--- src/rtl/btb_repair_scheduler.sv ---
// btb_repair_scheduler: arbitrates front-end and FIFO-buffered back-end BTB repairs and runs a full-BTB clear sweep
module btb_repair_scheduler #(
  parameter int FIFO_DEPTH = 4,
  parameter int ENTRY_NUM  = 16
) (
  input  logic        clk,
  input  logic        rst,
  input  logic        fe_valid_i,
  input  logic [31:0] fe_vaddr_i,
  input  logic        fe_take_i,
  input  logic [31:0] fe_dest_i,
  input  logic        be_valid_i,
  output logic        be_ready_o,
  input  logic [31:0] be_vaddr_i,
  input  logic        be_take_i,
  input  logic [31:0] be_dest_i,
  input  logic        clr_req_i,
  output logic        clr_busy_o,
  output logic        wr_en_o,
  output logic [31:0] wr_vaddr_o,
  output logic        wr_take_o,
  output logic [31:0] wr_dest_o,
  output logic [7:0]  drop_cnt_o
);
  localparam int AW = $clog2(FIFO_DEPTH);
  localparam int CW = $clog2(ENTRY_NUM) + 2;
  typedef enum logic {IDLE, CLEAR} state_t;
  state_t r_state, w_state_nxt;
  logic [CW-1:0] r_cnt, w_cnt_nxt;
  logic [31:0] r_vaddr_q [FIFO_DEPTH];
  logic        r_take_q  [FIFO_DEPTH];
  logic [31:0] r_dest_q  [FIFO_DEPTH];
  logic [AW:0] r_wptr, r_rptr;
  logic        r_wr_en, r_wr_take;
  logic [31:0] r_wr_vaddr, r_wr_dest;
  logic [7:0]  r_drop;
  logic        w_idle, w_empty, w_full, w_fe_wr, w_pop, w_push, w_drop, w_sweep, w_wr, w_wr_take;
  logic [31:0] w_wr_vaddr, w_wr_dest;
  assign w_idle     = r_state == IDLE;
  assign w_empty    = r_wptr == r_rptr;
  assign w_full     = (r_wptr - r_rptr) == (AW+1)'(FIFO_DEPTH);
  assign w_fe_wr    = w_idle && fe_valid_i && !clr_req_i;
  assign w_pop      = w_idle && !fe_valid_i && !clr_req_i && !w_empty;
  assign w_sweep    = !w_idle && !clr_req_i;
  assign w_drop     = fe_valid_i && (!w_idle || clr_req_i);
  assign be_ready_o = w_idle && !clr_req_i && !w_full;
  assign w_push     = be_valid_i && be_ready_o;
  assign w_wr       = w_fe_wr || w_pop || w_sweep;
  assign clr_busy_o = !w_idle;
  assign wr_en_o    = r_wr_en;
  assign wr_vaddr_o = r_wr_vaddr;
  assign wr_take_o  = r_wr_take;
  assign wr_dest_o  = r_wr_dest;
  assign drop_cnt_o = r_drop;
  always_comb begin
    w_state_nxt = clr_req_i ? CLEAR : (!w_idle && r_cnt != '1) ? CLEAR : IDLE;
    w_cnt_nxt   = w_sweep ? r_cnt + 1'b1 : '0;
    w_wr_vaddr  = w_sweep ? 32'({r_cnt, 2'b00}) : w_fe_wr ? fe_vaddr_i : r_vaddr_q[r_rptr[AW-1:0]];
    w_wr_take   = w_sweep ? 1'b0 : w_fe_wr ? fe_take_i : r_take_q[r_rptr[AW-1:0]];
    w_wr_dest   = w_sweep ? 32'd0 : w_fe_wr ? fe_dest_i : r_dest_q[r_rptr[AW-1:0]];
  end
  always_ff @(posedge clk) begin
    if (w_push) begin
      r_vaddr_q[r_wptr[AW-1:0]] <= be_vaddr_i;
      r_take_q[r_wptr[AW-1:0]]  <= be_take_i;
      r_dest_q[r_wptr[AW-1:0]]  <= be_dest_i;
    end
  end
  always_ff @(posedge clk) begin
    if (rst) begin
      r_state    <= IDLE;
      r_cnt      <= '0;
      r_wptr     <= '0;
      r_rptr     <= '0;
      r_wr_en    <= 1'b0;
      r_wr_vaddr <= '0;
      r_wr_take  <= 1'b0;
      r_wr_dest  <= '0;
      r_drop     <= '0;
    end else begin
      r_state <= w_state_nxt;
      r_cnt   <= w_cnt_nxt;
      r_wr_en <= w_wr;
      if (w_push) r_wptr <= r_wptr + 1'b1;
      if (w_pop) r_rptr <= r_rptr + 1'b1;
      if (w_wr) begin
        r_wr_vaddr <= w_wr_vaddr;
        r_wr_take  <= w_wr_take;
        r_wr_dest  <= w_wr_dest;
      end
      if (w_drop && r_drop != 8'hff) r_drop <= r_drop + 1'b1;
    end
  end
endmodule

--- config.mk ---
export PLATFORM = sky130hd
export DESIGN_NAME = btb_repair_scheduler
export DESIGN_NICKNAME = d
export VERILOG_FILES = /design/src/rtl/btb_repair_scheduler.sv
export SDC_FILE = /design/constraint.sdc
export NUM_CORES = 1
export LEC_CHECK = 0
export ABC_AREA = 1
export BUFFER_PORTS_ARGS = -buffer_cell sky130_fd_sc_hd__buf_2
export CAP_MARGIN = 0
export CORE_ASPECT_RATIO = 1.25
export CORE_MARGIN = 2
export CORE_UTILIZATION = 45
export DETAILED_ROUTE_END_ITERATION = 16
export GPL_ROUTABILITY_DRIVEN = 0
export PLACE_DENSITY = 0.65
export SYNTH_ARGS = -nofsm -noshare
export SYNTH_HDL_FRONTEND = slang
export SYNTH_SLANG_ARGS = --single-unit
--- constraint.sdc ---
create_clock -name clk -period 8.4 [get_ports clk]
set_input_delay 2.52 -clock clk [delete_from_list [all_inputs] [get_ports clk]]
set_output_delay 2.52 -clock clk [all_outputs]
set_load 0.005 [all_outputs]
### Word level (Yosys, flattened, before mapping)

Memories as Yosys holds them, arrays and structs flattened. A register that Yosys moved wholly into a read port is not among the register bits.
Cells that the tools add are included.
Widths: inputs -> output; s select.

* register bits: 87
* RAM bits: 260
* bits of input ports: 135
* output and inout port bits: 76
* word-level logic and storage cells: 59
* memories: 3

Memory list
* r_dest_q: depth 4, bits a word 32, read ports 1, clocked after memory_dff 1, write ports 1, line 32 `logic [31:0] r_dest_q [FIFO_DEPTH];`
* r_vaddr_q: depth 4, bits a word 32, read ports 1, clocked after memory_dff 1, write ports 1, line 30 `logic [31:0] r_vaddr_q [FIFO_DEPTH];`
* r_take_q: depth 4, bits a word 1, read ports 1, clocked after memory_dff 1, write ports 1, line 31 `logic r_take_q [FIFO_DEPTH];`

* add/subtract/negate cells: 5
* eq/ne operators: 4
* multiplexer cells: 16
* bitwise logic cells: 2
* reductions and logical operators: 20

Operator list (number)
* $mux 32: 4
* $logic_and 1x1->1: 12
* $mux 2: 6
* $add 8x1->8 const B: 1
* $ne 8x8->1 const B: 1
* $add 3x1->3 const B: 2
* $add 6x1->6 const B: 1
* $mux 1: 6
* $ne 6x6->1 const B: 1
* $logic_not 1->1: 4
* $eq 3x3->1: 1
* $eq 3x3->1 const B: 1
* $logic_or 1x1->1: 3
* $sub 3x3->3: 1
* $not 1->1: 2
* $reduce_or 2->1: 1

### Depth between registers and ports, before layout

Gate-level depths: netlist (run 1).

* depth after elaboration: 7
* mapped depth: 12

### Least setup slack after synthesis (run 1)

Ideal clock, no wire load.

* kind: input-to-reg
* start: input port clr_req_i
* end: memory r_dest_q[0][0] (enable)
* setup time: 0.489 ns
* arrival time: 5.658 ns
* data required time: 7.911 ns
* setup slack: 2.254 ns
* cell stages on the path: 3
* path through: nor2_4 > nand3_1 > nor2_1

* word-level cells in the longest chain between the ends: 6

Ends and longest elaborated chain
* from (decl): line 17 `input logic clr_req_i,`
* $logic_not 1->1: line 46 `assign be_ready_o = w_idle && !clr_req_i && !w_full;`
* $logic_and 1x1->1 (2 in series): line 46
* $logic_and 1x1->1: line 47 `assign w_push = be_valid_i && be_ready_o;`
* $mux 1: line 63 `if (w_push) begin`
* $mux 1 (implied by the code): line 66 `r_dest_q[r_wptr[AW-1:0]] <= be_dest_i;`
* to (decl): line 32

No other way between the ends.

### Worst setup path after layout (run 1)

* start: input port clr_req_i
* end: output port be_ready_o

* word-level cells in the longest chain between the ends: 3

Ends and longest elaborated chain
* $logic_not 1->1: line 46
* $logic_and 1x1->1 (2 in series): line 46
* to (decl): line 13 `output logic be_ready_o,`

No other way between the ends.

==> summary.md, run 1 <==
| Metric | Value |
|---|---|
| DR vias | `9777` |
| P_int | `2930 uW` |
| Yosys Warn Count | `0` |
| Crit path launch | `clr_req_i` |
| Seq/Total Area, Yosys | `67.9%` |
| Finished Cell Area | `16600 sq um` |
| Synth top area cells | `edfxtp_1 55%, dfxtp_1 13%, nand2_1 8.0%` |
| Fin Clk Skew | `0.0291 ns` |
| Final nets | `1645` |
| NetSw | `872 uW` |
| Setup TNS | `0 ns` |
| Part of the power in registers | `50.9%` |
| Largest area contributor in the netlist | `edfxtp_1` |
| Critical path arrival | `3.07 ns` |
| PwrDens | `230 nW/um^2` |
| CP endpoint kind | `primary output` |
| Syn Area/Cell | `10.7 sq um` |
| Tmin final | `5.59 ns` |
| Synth top area share | `55.3%` |
| Maxcap violations | `0` |
| Initial antenna violation count | `8` |
| Vias per cell | `5.04` |
| Logic pwr share | `8.7%` |
| Overall power | `3800 uW` |
| Ports | `211` |
| Crit path kind | `in2out` |
| # DRC | `0` |
| Placed inst area | `15400 sq um` |
| Post-CTS setup buffer count | `0` |
| Die Area | `32800 sq um` |
| Setup WS pre-CTS | `2.80 ns` |
| Slew HR | `21.6%` |
| DR WL/cell | `16.4 microns` |
| Clock root cell | `clkbuf_16` |
| Final ANT Viol Nets | `0` |
| Initial Util | `45.7%` |
| Detailed router's first-iteration violation count | `646` |
| Clock tree from TritonCTS | `yes` |
| Measured slew at the worst slew-check pin | `1.17 ns` |
| Worst EP required | `5.88 ns` |
| Multi-input gate area | `4000 sq um` |
| HPWL after DPL | `18.0 mm` |
| WL final | `31.8 mm` |
| Final worst slack | `2.81 ns` |
| Largest stage delay on the critical path | `0.18 ns` |
| Register Area | `9590 sq um` |
| CTS clk-pin slew, worst paths | `0.06 ns` |
| Register bit total from synthesis | `349` |
| CTS Buf Count | `36` |
| First-pass GRT wire length | `49.5 mm` |
| Htree depth | `2` |
| Clk buf depth | `3` |
| Fill cells | `2729` |
| FFs w/ async S/R, synth | `0%` |
| End point of the critical path | `be_ready_o` |
| Largest net degree at the start of global routing | `83` |
| Synth cell types | `32` |
| Final Max Slew Viols | `0` |
| Vias in the first global route | `9592` |
| Worst hold path class | `reg2reg` |
| Clock latency on the worst-skew pair | `0.53 ns` |
| DR pass1 iterations | `6` |
| Netlist Area Pre-Place | `14100 sq um` |
| Core area | `30900 sq um` |
| Proportion of layout cells with a drive suffix above 1 | `19.3%` |
| Final Hold Viols | `0` |
| Reg2reg end | `r_dest_q[2][24]` |
| Clk pwr share | `40.5%` |
| Final setup viols | `0` |
| Flop2flop setup slack | `5.15 ns` |
| PortBufs | `210` |
| Part of the cycle the worst path needs | `66.5%` |
| Most used cell, CP | `buf_2` |
| Die Wd | `162 microns` |
| VDD IR-drop max | `0.000124 V` |
| Worst reg2reg path startpoint | `r_wptr[0]` |
| Sw Ratio | `22.9%` |
| Mapped Nets | `1462` |
| Fmax achieved | `179 MHz` |
| Die height | `202 microns` |
| Post-CTS Hold Fix Bufs | `0` |
| Top-count cell post-synth | `nand2_1` |
| Post-synth top cells | `300 x nand2_1, 260 x edfxtp_1, 197 x nor2_1, 129 x o21ai_0, 89 x dfxtp_1` |
| Area added between synthesis and finish | `17.3%` |
| Crit path max-delay cell type | `nor2_4` |
| Gates resized, CTS repair | `0` |
| Worst-path cell chain | `buf_2 > nor2_4 > nand2_1 > inv_1 > buf_2` |
| Gr usage total | `19.4%` |
| Total congestion overflow | `0` |
| Crit-path max FO | `7` |
| Status | `finished, final reports clean` |
| Num Clock Sinks | `349` |
| RSZ-0062 raised after global routing | `no` |
| Number of synthesized flops with an enable pin | `260` |
| Primary FF master, synth | `edfxtp_1` |
| Syn Inst Count | `1318` |
| Startpoint types | `input port` |
| Row count | `72` |
| Worst reg-to-reg path cell count | `8` |
| Leakage | `0.00657 uW` |
worst min path at each step:
stage	endpoint	from	slack, ns	cells after the start
global route	wr_vaddr_o[20]	wr_vaddr_o[20]	0.48	2
CTS	wr_vaddr_o[9]	wr_vaddr_o[9]	0.46	2
finish	wr_vaddr_o[9]	wr_vaddr_o[9]	0.46	2
floorplan	r_cnt[0]	r_cnt[0]	0.43	1
detailed placement	wr_vaddr_o[9]	wr_vaddr_o[9]	0.45	2
global placement	r_cnt[0]	r_cnt[0]	0.45	1
per-stage QoR:
step                      hold WS, ns  cells  util (%)
after CTS                       0.462   1935      53.6
after detailed placement        0.453   1870      49.8
after floorplan                 0.430   1318         -
after global placement          0.448   1870      49.8
after global routing            0.478   1937      53.6
final                           0.462   1940      53.6
worst max-delay path, delay by kind of cell:
| family | cells | cell delay, ns |
|---|---|---|
| buf+inv | 3 | 0.29 |
| simple gates | 2 | 0.26 |
cells by family after synthesis:
family | count (synthesis) | synth area share, %
buffers and inverters | 120 | 3.95
AND/OR/NAND/NOR | 585 | 16.7
adder cells (fa/ha/maj) | 9 | 0.798
AO/OA/AOI/OAI | 209 | 7.44
flip-flops | 349 | 67.9
multiplexers | 39 | 2.77
XOR/XNOR | 7 | 0.434
state kept, by name (all words and copies together), names as in the netlist, named ones only:
register	cells
r_rptr	3
wr_en_o	1
wr_dest_o	32
clr_busy_o	1
r_cnt	6
r_wptr	3
r_vaddr_q	128
r_dest_q	128
drop_cnt_o	8
wr_vaddr_o	32
r_take_q	4
wr_take_o	1
routing by layer:
metal	up-vias	part of all wire (%)	GRT usage, %
met5	-	0.11	0
met4	6	2.1	6.04
met3	51	6.3	4.31
met2	253	50	34.5
met1	4610	42	23.5
li1	4857	-	-
layout by cell type (no fill, tap or decap), types with 2 or more instances in the layout:
| cell type | instances |
|---|---|
| o21ai_1 | 44 |
| clkbuf_1 | 7 |
| nand3_1 | 69 |
| edfxtp_1 | 260 |
| xnor2_1 | 2 |
| inv_1 | 40 |
| ha_1 | 9 |
| clkbuf_8 | 4 |
| clkinv_2 | 8 |
| clkbuf_16 | 37 |
| diode_2 | 5 |
| mux2i_1 | 39 |
| bufinv_16 | 2 |
| inv_2 | 3 |
| clkinv_1 | 5 |
| nand2_2 | 4 |
| a21oi_1 | 35 |
| buf_2 | 210 |
| xor2_1 | 5 |
| buf_4 | 10 |
| dfxtp_1 | 87 |
| nand2_1 | 300 |
| nor2_2 | 2 |
| nand4_1 | 3 |
| o21ai_0 | 129 |
| nor2_1 | 193 |
| nor3_1 | 4 |
| nor2_4 | 5 |
power groups by stage:
stage	combinational, uW	clock, uW	sequential (uW)
3_5_place_dp	334	0	1970
6_report	330	1540	1940
2_1_floorplan	209	0	1970
5_1_grt	377	1650	1940
4_1_cts	335	1580	1940
3_3_place_gp	327	0	1970
final cells by class:
| class | count | share of cell area (%) |
|---|---|---|
| Multi-Input combinational cell | 849 | 24.1 |
| Clock inverter | 17 | 0.869 |
| Sequential cell | 349 | 57.9 |
| Inverter | 45 | 1.04 |
| Tap cell | 407 | 3.07 |
| Timing Repair Buffer | 220 | 6.80 |
| Clock buffer | 48 | 6.08 |
| Antenna cell | 5 | 0.0755 |
No activity file was read; power rests on OpenSTA's default activity.
==> run 2: changes to the inputs <==
- PLACE_DENSITY: 0.65 -> 0.68
- clock period: 8.4 -> 4.66 ns (I/O delays scaled with it)
==> summary.md, run 2 (synthesis results as in run 1) <==
| Metric | Value |
|---|---|
| Status | `finished, final reports clean` |
| PwrDens | `419 nW/um^2` |
| Most used cell, CP | `buf_2` |
| RSZ-0062 raised after global routing | `no` |
| Vias per cell | `5.06` |
| Final nets | `1652` |
| WL final | `32.1 mm` |
| Total congestion overflow | `0` |
| DR vias | `9839` |
| Largest net degree at the start of global routing | `87` |
| Die Area | `32800 sq um` |
| Row count | `72` |
| DR WL/cell | `16.5 microns` |
| Worst-path cell chain | `buf_2 > nor2_4 > nand2_1 > inv_1 > buf_2` |
| Part of the cycle the worst path needs | `72.2%` |
| Gates resized, CTS repair | `0` |
| Final ANT Viol Nets | `0` |
| Num Clock Sinks | `349` |
| Vias in the first global route | `9434` |
| Non-Filler Instances | `1943` |
| CP endpoint kind | `primary output` |
| Worst EP required | `3.26 ns` |
| Worst hold path class | `reg2reg` |
| # DRC | `0` |
| Measured slew at the worst slew-check pin | `0.982 ns` |
| Gr usage total | `19.5%` |
| Die Wd | `162 microns` |
| Fill cells | `2675` |
| Largest stage delay on the critical path | `0.19 ns` |
| Die height | `202 microns` |
| Finished Cell Area | `16800 sq um` |
| Crit path kind | `in2out` |
| Ports | `211` |
| Clock latency on the worst-skew pair | `0.52 ns` |
| Layout Utilization | `54.3%` |
| DR pass1 iterations | `5` |
| Initial antenna violation count | `6` |
| Setup WS pre-CTS | `1.00 ns` |
| Fmax achieved | `297 MHz` |
| Post-CTS setup buffer count | `0` |
| Area added between synthesis and finish | `18.8%` |
| Placed cell count | `1877` |
| CTS Buf Count | `36` |
| Clock root cell | `clkbuf_16` |
| Maxcap violations | `0` |
| Placed inst area | `15600 sq um` |
| Critical path arrival | `1.97 ns` |
| Htree depth | `2` |
| Clock tree from TritonCTS | `yes` |
| Final worst slack | `1.30 ns` |
| Clk buf depth | `3` |
| Fin Clk Skew | `0.0127 ns` |
| PortBufs | `210` |
| Final setup viols | `0` |
| Proportion of layout cells with a drive suffix above 1 | `19.7%` |
| VDD IR-drop max | `0.000239 V` |
| Post-CTS Hold Fix Bufs | `0` |
| Hold_ws | `0.461 ns` |
| Slew HR | `34.5%` |
| Most common cell after layout, fill and taps aside | `nand2_1` |
| Final Hold Viols | `0` |
| Crit-path max FO | `7` |
| Most frequent cells in the layout | `300 x nand2_1, 260 x edfxtp_1, 210 x buf_2` |
| Crit path max-delay cell type | `nor2_4` |
| Tmin final | `3.36 ns` |
| Leakage | `0.00666 uW` |
| HPWL after DPL | `19.0 mm` |
| First-pass GRT wire length | `49.7 mm` |
| Core area | `30900 sq um` |
| Detailed router's first-iteration violation count | `772` |
| Final Max Slew Viols | `0` |
| Startpoint types | `input port` |
| CTS clk-pin slew, worst paths | `0.06 ns` |
| Initial Util | `45.7%` |
[run 2: path summary, 6_finish.rpt]
kind | endpoint | startpoint | slack [ns] | cells past startpoint
max | be_ready_o | clr_req_i | 1.30 | 5
min | wr_vaddr_o[24] | wr_vaddr_o[24] | 0.46 | 2
max reg2reg | wr_vaddr_o[31] | r_wptr[0] | 1.79 | 10
min reg2reg | wr_vaddr_o[24] | wr_vaddr_o[24] | 0.46 | 2
[run 2: critical path: cells and delay by family]
kind                   cells  cell delay [ns]
buffers and inverters      3             0.29
and+or+nand+nor            2             0.27
[run 2: final cells by class]
cell class / count / area, sq um / area share [%]
diodes: 1 / 2.50 / 0.0149
repair buffers: 227 / 1280 / 7.62
clock buffers: 52 / 1040 / 6.21
clock inverters: 13 / 174 / 1.04
flip-flops and latches: 349 / 9590 / 57.2
multi-input cells: 849 / 4000 / 23.8
well taps: 407 / 509 / 3.04
inverters: 45 / 173 / 1.03
[run 2: power by group]
part | total [uW] | internal, uW | switching (uW) | leakage (uW)
Sequential | 3490 | 3440 | 49.0 | 0.00308
Clock | 2920 | 1780 | 1140 | 0.000599
Combinational | 606 | 215 | 392 | 0.00299
Total | 7020 | 5440 | 1580 | 0.00666
[run 2: per-layer routing]
| layer | GRT usage [%] | wire, microns |
|---|---|---|
| met1 | 24.4 | 13400 |
| met2 | 33.8 | 16100 |
| met3 | 4.08 | 1940 |
| met4 | 6.13 | 690 |
| met5 | 0 | 53 |
[run 2: stage by stage]
stage	power, uW	setup TNS, ns
after CTS	7080	0
after global routing	7290	0
after floorplan	3930	-94.76
after detailed placement	4170	0
after global placement	4150	0
final	7020	0
==> run 3: changes to the inputs <==
- PLACE_DENSITY: 0.68 -> 0.65
- clock period: 4.66 -> 3.5 ns (I/O delays scaled with it)
==> summary.md, run 3 (synthesis results as in run 1) <==
| Metric | Value |
|---|---|
| Final Hold Viols | `0` |
| Initial antenna violation count | `11` |
| Hold depth | `2` |
| Reg2reg end | `r_dest_q[2][30]` |
| Clock tree from TritonCTS | `yes` |
| Gates resized, CTS repair | `0` |
| First-pass GRT wire length | `50.4 mm` |
| PortBufs | `210` |
| Post-CTS Hold Fix Bufs | `0` |
| Final nets | `1653` |
| Final ANT Viol Nets | `0` |
| Setup TNS | `0 ns` |
| Critical path arrival | `1.83 ns` |
| Worst EP required | `2.45 ns` |
| Flop2flop setup slack | `0.99 ns` |
| CP endpoint kind | `primary output` |
| Area added between synthesis and finish | `17.7%` |
| Die Area | `32800 sq um` |
| Clk buf depth | `3` |
| Clock latency on the worst-skew pair | `0.51 ns` |
| Most common cell after layout, fill and taps aside | `nand2_1` |
| PwrDens | `538 nW/um^2` |
| Num Clock Sinks | `349` |
| Vias in the first global route | `9459` |
| Leakage | `0.00658 uW` |
| CTS Buf Count | `34` |
| Measured slew at the worst slew-check pin | `0.996 ns` |
| Maxcap violations | `0` |
| Row count | `72` |
| Worst reg-to-reg path cell count | `8` |
| Worst hold path class | `reg2reg` |
| Fmax achieved | `347 MHz` |
| Initial Util | `45.7%` |
| Vias per cell | `5.06` |
| Clock root cell | `clkbuf_16` |
| Gr usage total | `19.6%` |
| RSZ-0062 raised after global routing | `no` |
| CTS clk-pin slew, worst paths | `0.06 ns` |
| WL final | `32.3 mm` |
| Ports | `211` |
| Htree depth | `2` |
| Total congestion overflow | `0` |
| Core area | `30900 sq um` |
| Crit path kind | `reg2out` |
| Setup WS pre-CTS | `0.673 ns` |
| Final Max Slew Viols | `0` |
| DR pass1 iterations | `4` |
| Layout Utilization | `53.8%` |
| HPWL after DPL | `19.5 mm` |
| Crit-path max FO | `4` |
| Largest net degree at the start of global routing | `104` |
| Hold Path Sink | `wr_vaddr_o[20]` |
| Hold Startpoint | `wr_vaddr_o[20]` |
| Most frequent cells in the layout | `300 x nand2_1, 260 x edfxtp_1, 210 x buf_2` |
| Tmin final | `2.88 ns` |
| Post-CTS setup buffer count | `0` |
| Die Wd | `162 microns` |
| DR WL/cell | `16.6 microns` |
| DR vias | `9865` |
| Final worst slack | `0.619 ns` |
| Detailed router's first-iteration violation count | `777` |
| Final setup viols | `0` |
| Status | `finished, final reports clean` |
| Overall power | `8940 uW` |
| Startpoint types | `flop` |
| Fin Clk Skew | `0.0196 ns` |
| Proportion of layout cells with a drive suffix above 1 | `19.2%` |
| Slew HR | `33.6%` |
| Die height | `202 microns` |
| Part of the cycle the worst path needs | `82.3%` |
| # DRC | `0` |
| Worst reg2reg path startpoint | `r_wptr[0]` |
| VDD IR-drop max | `0.000336 V` |
[run 3: cell count changes in the layout (fill, tap and decap cells not counted), sizes merged]
cell	before	now
buf	227	230
inv	47	45
bufinv	4	2
clkbuf	52	51
diode	1	8
clkinv	7	6
clkinvlp	0	1
[run 3: critical path, stage by stage (launching register included)]
cell     delay, ns
dfxtp_1       0.38
inv_1         0.12
ha_1          0.30
nand2_1       0.05
inv_1         0.08
nand3_1       0.15
nand2_1       0.10
inv_1         0.05
buf_2         0.12
[run 3: area by class of cell]
cell class | instances | area (sq um)
Timing Repair Buffer | 230 | 1280
Clock buffer | 51 | 946
Sequential cell | 349 | 9590
Clock inverter | 9 | 98.8
Inverter | 45 | 173
Tap cell | 407 | 509
Fill cell | 2654 | 14300
Multi-Input combinational cell | 849 | 4000
Antenna cell | 8 | 20.0
[run 3: worst max path at each step]
stage,startpoint,end,cells past startpoint
after detailed placement,clr_req_i,r_dest_q[2][26],5
after global routing,r_wptr[0],be_ready_o,8
after floorplan,clr_req_i,r_dest_q[3][0],3
after global placement,clr_req_i,r_dest_q[2][26],5
final,r_wptr[0],be_ready_o,8
after CTS,r_wptr[0],be_ready_o,8
[run 3: per-stage QoR]
stage	instances	hold slack, ns	cell area [sq um]
detailed placement	1880	0.454	15500
global placement	1880	0.449	15500
global route	1944	0.484	16600
CTS	1940	0.463	16600
floorplan	1318	0.430	14100
finish	1948	0.459	16600
[run 3: report_power, final]
group / switching [uW] / leakage (uW) / internal, uW
registers: 50.7 / 0.00308 / 4580
logic: 538 / 0.00300 / 291
clock network: 1460 / 0.000504 / 2020
[run 3: layer usage]
metal / vias up / share of wire (%) / track usage [%]
li1: 4864 / - / -
met5: - / 0.12 / 0
met3: 59 / 5.7 / 3.86
met4: 6 / 2.8 / 7.46
met2: 247 / 49 / 32.8
met1: 4689 / 42 / 25.1
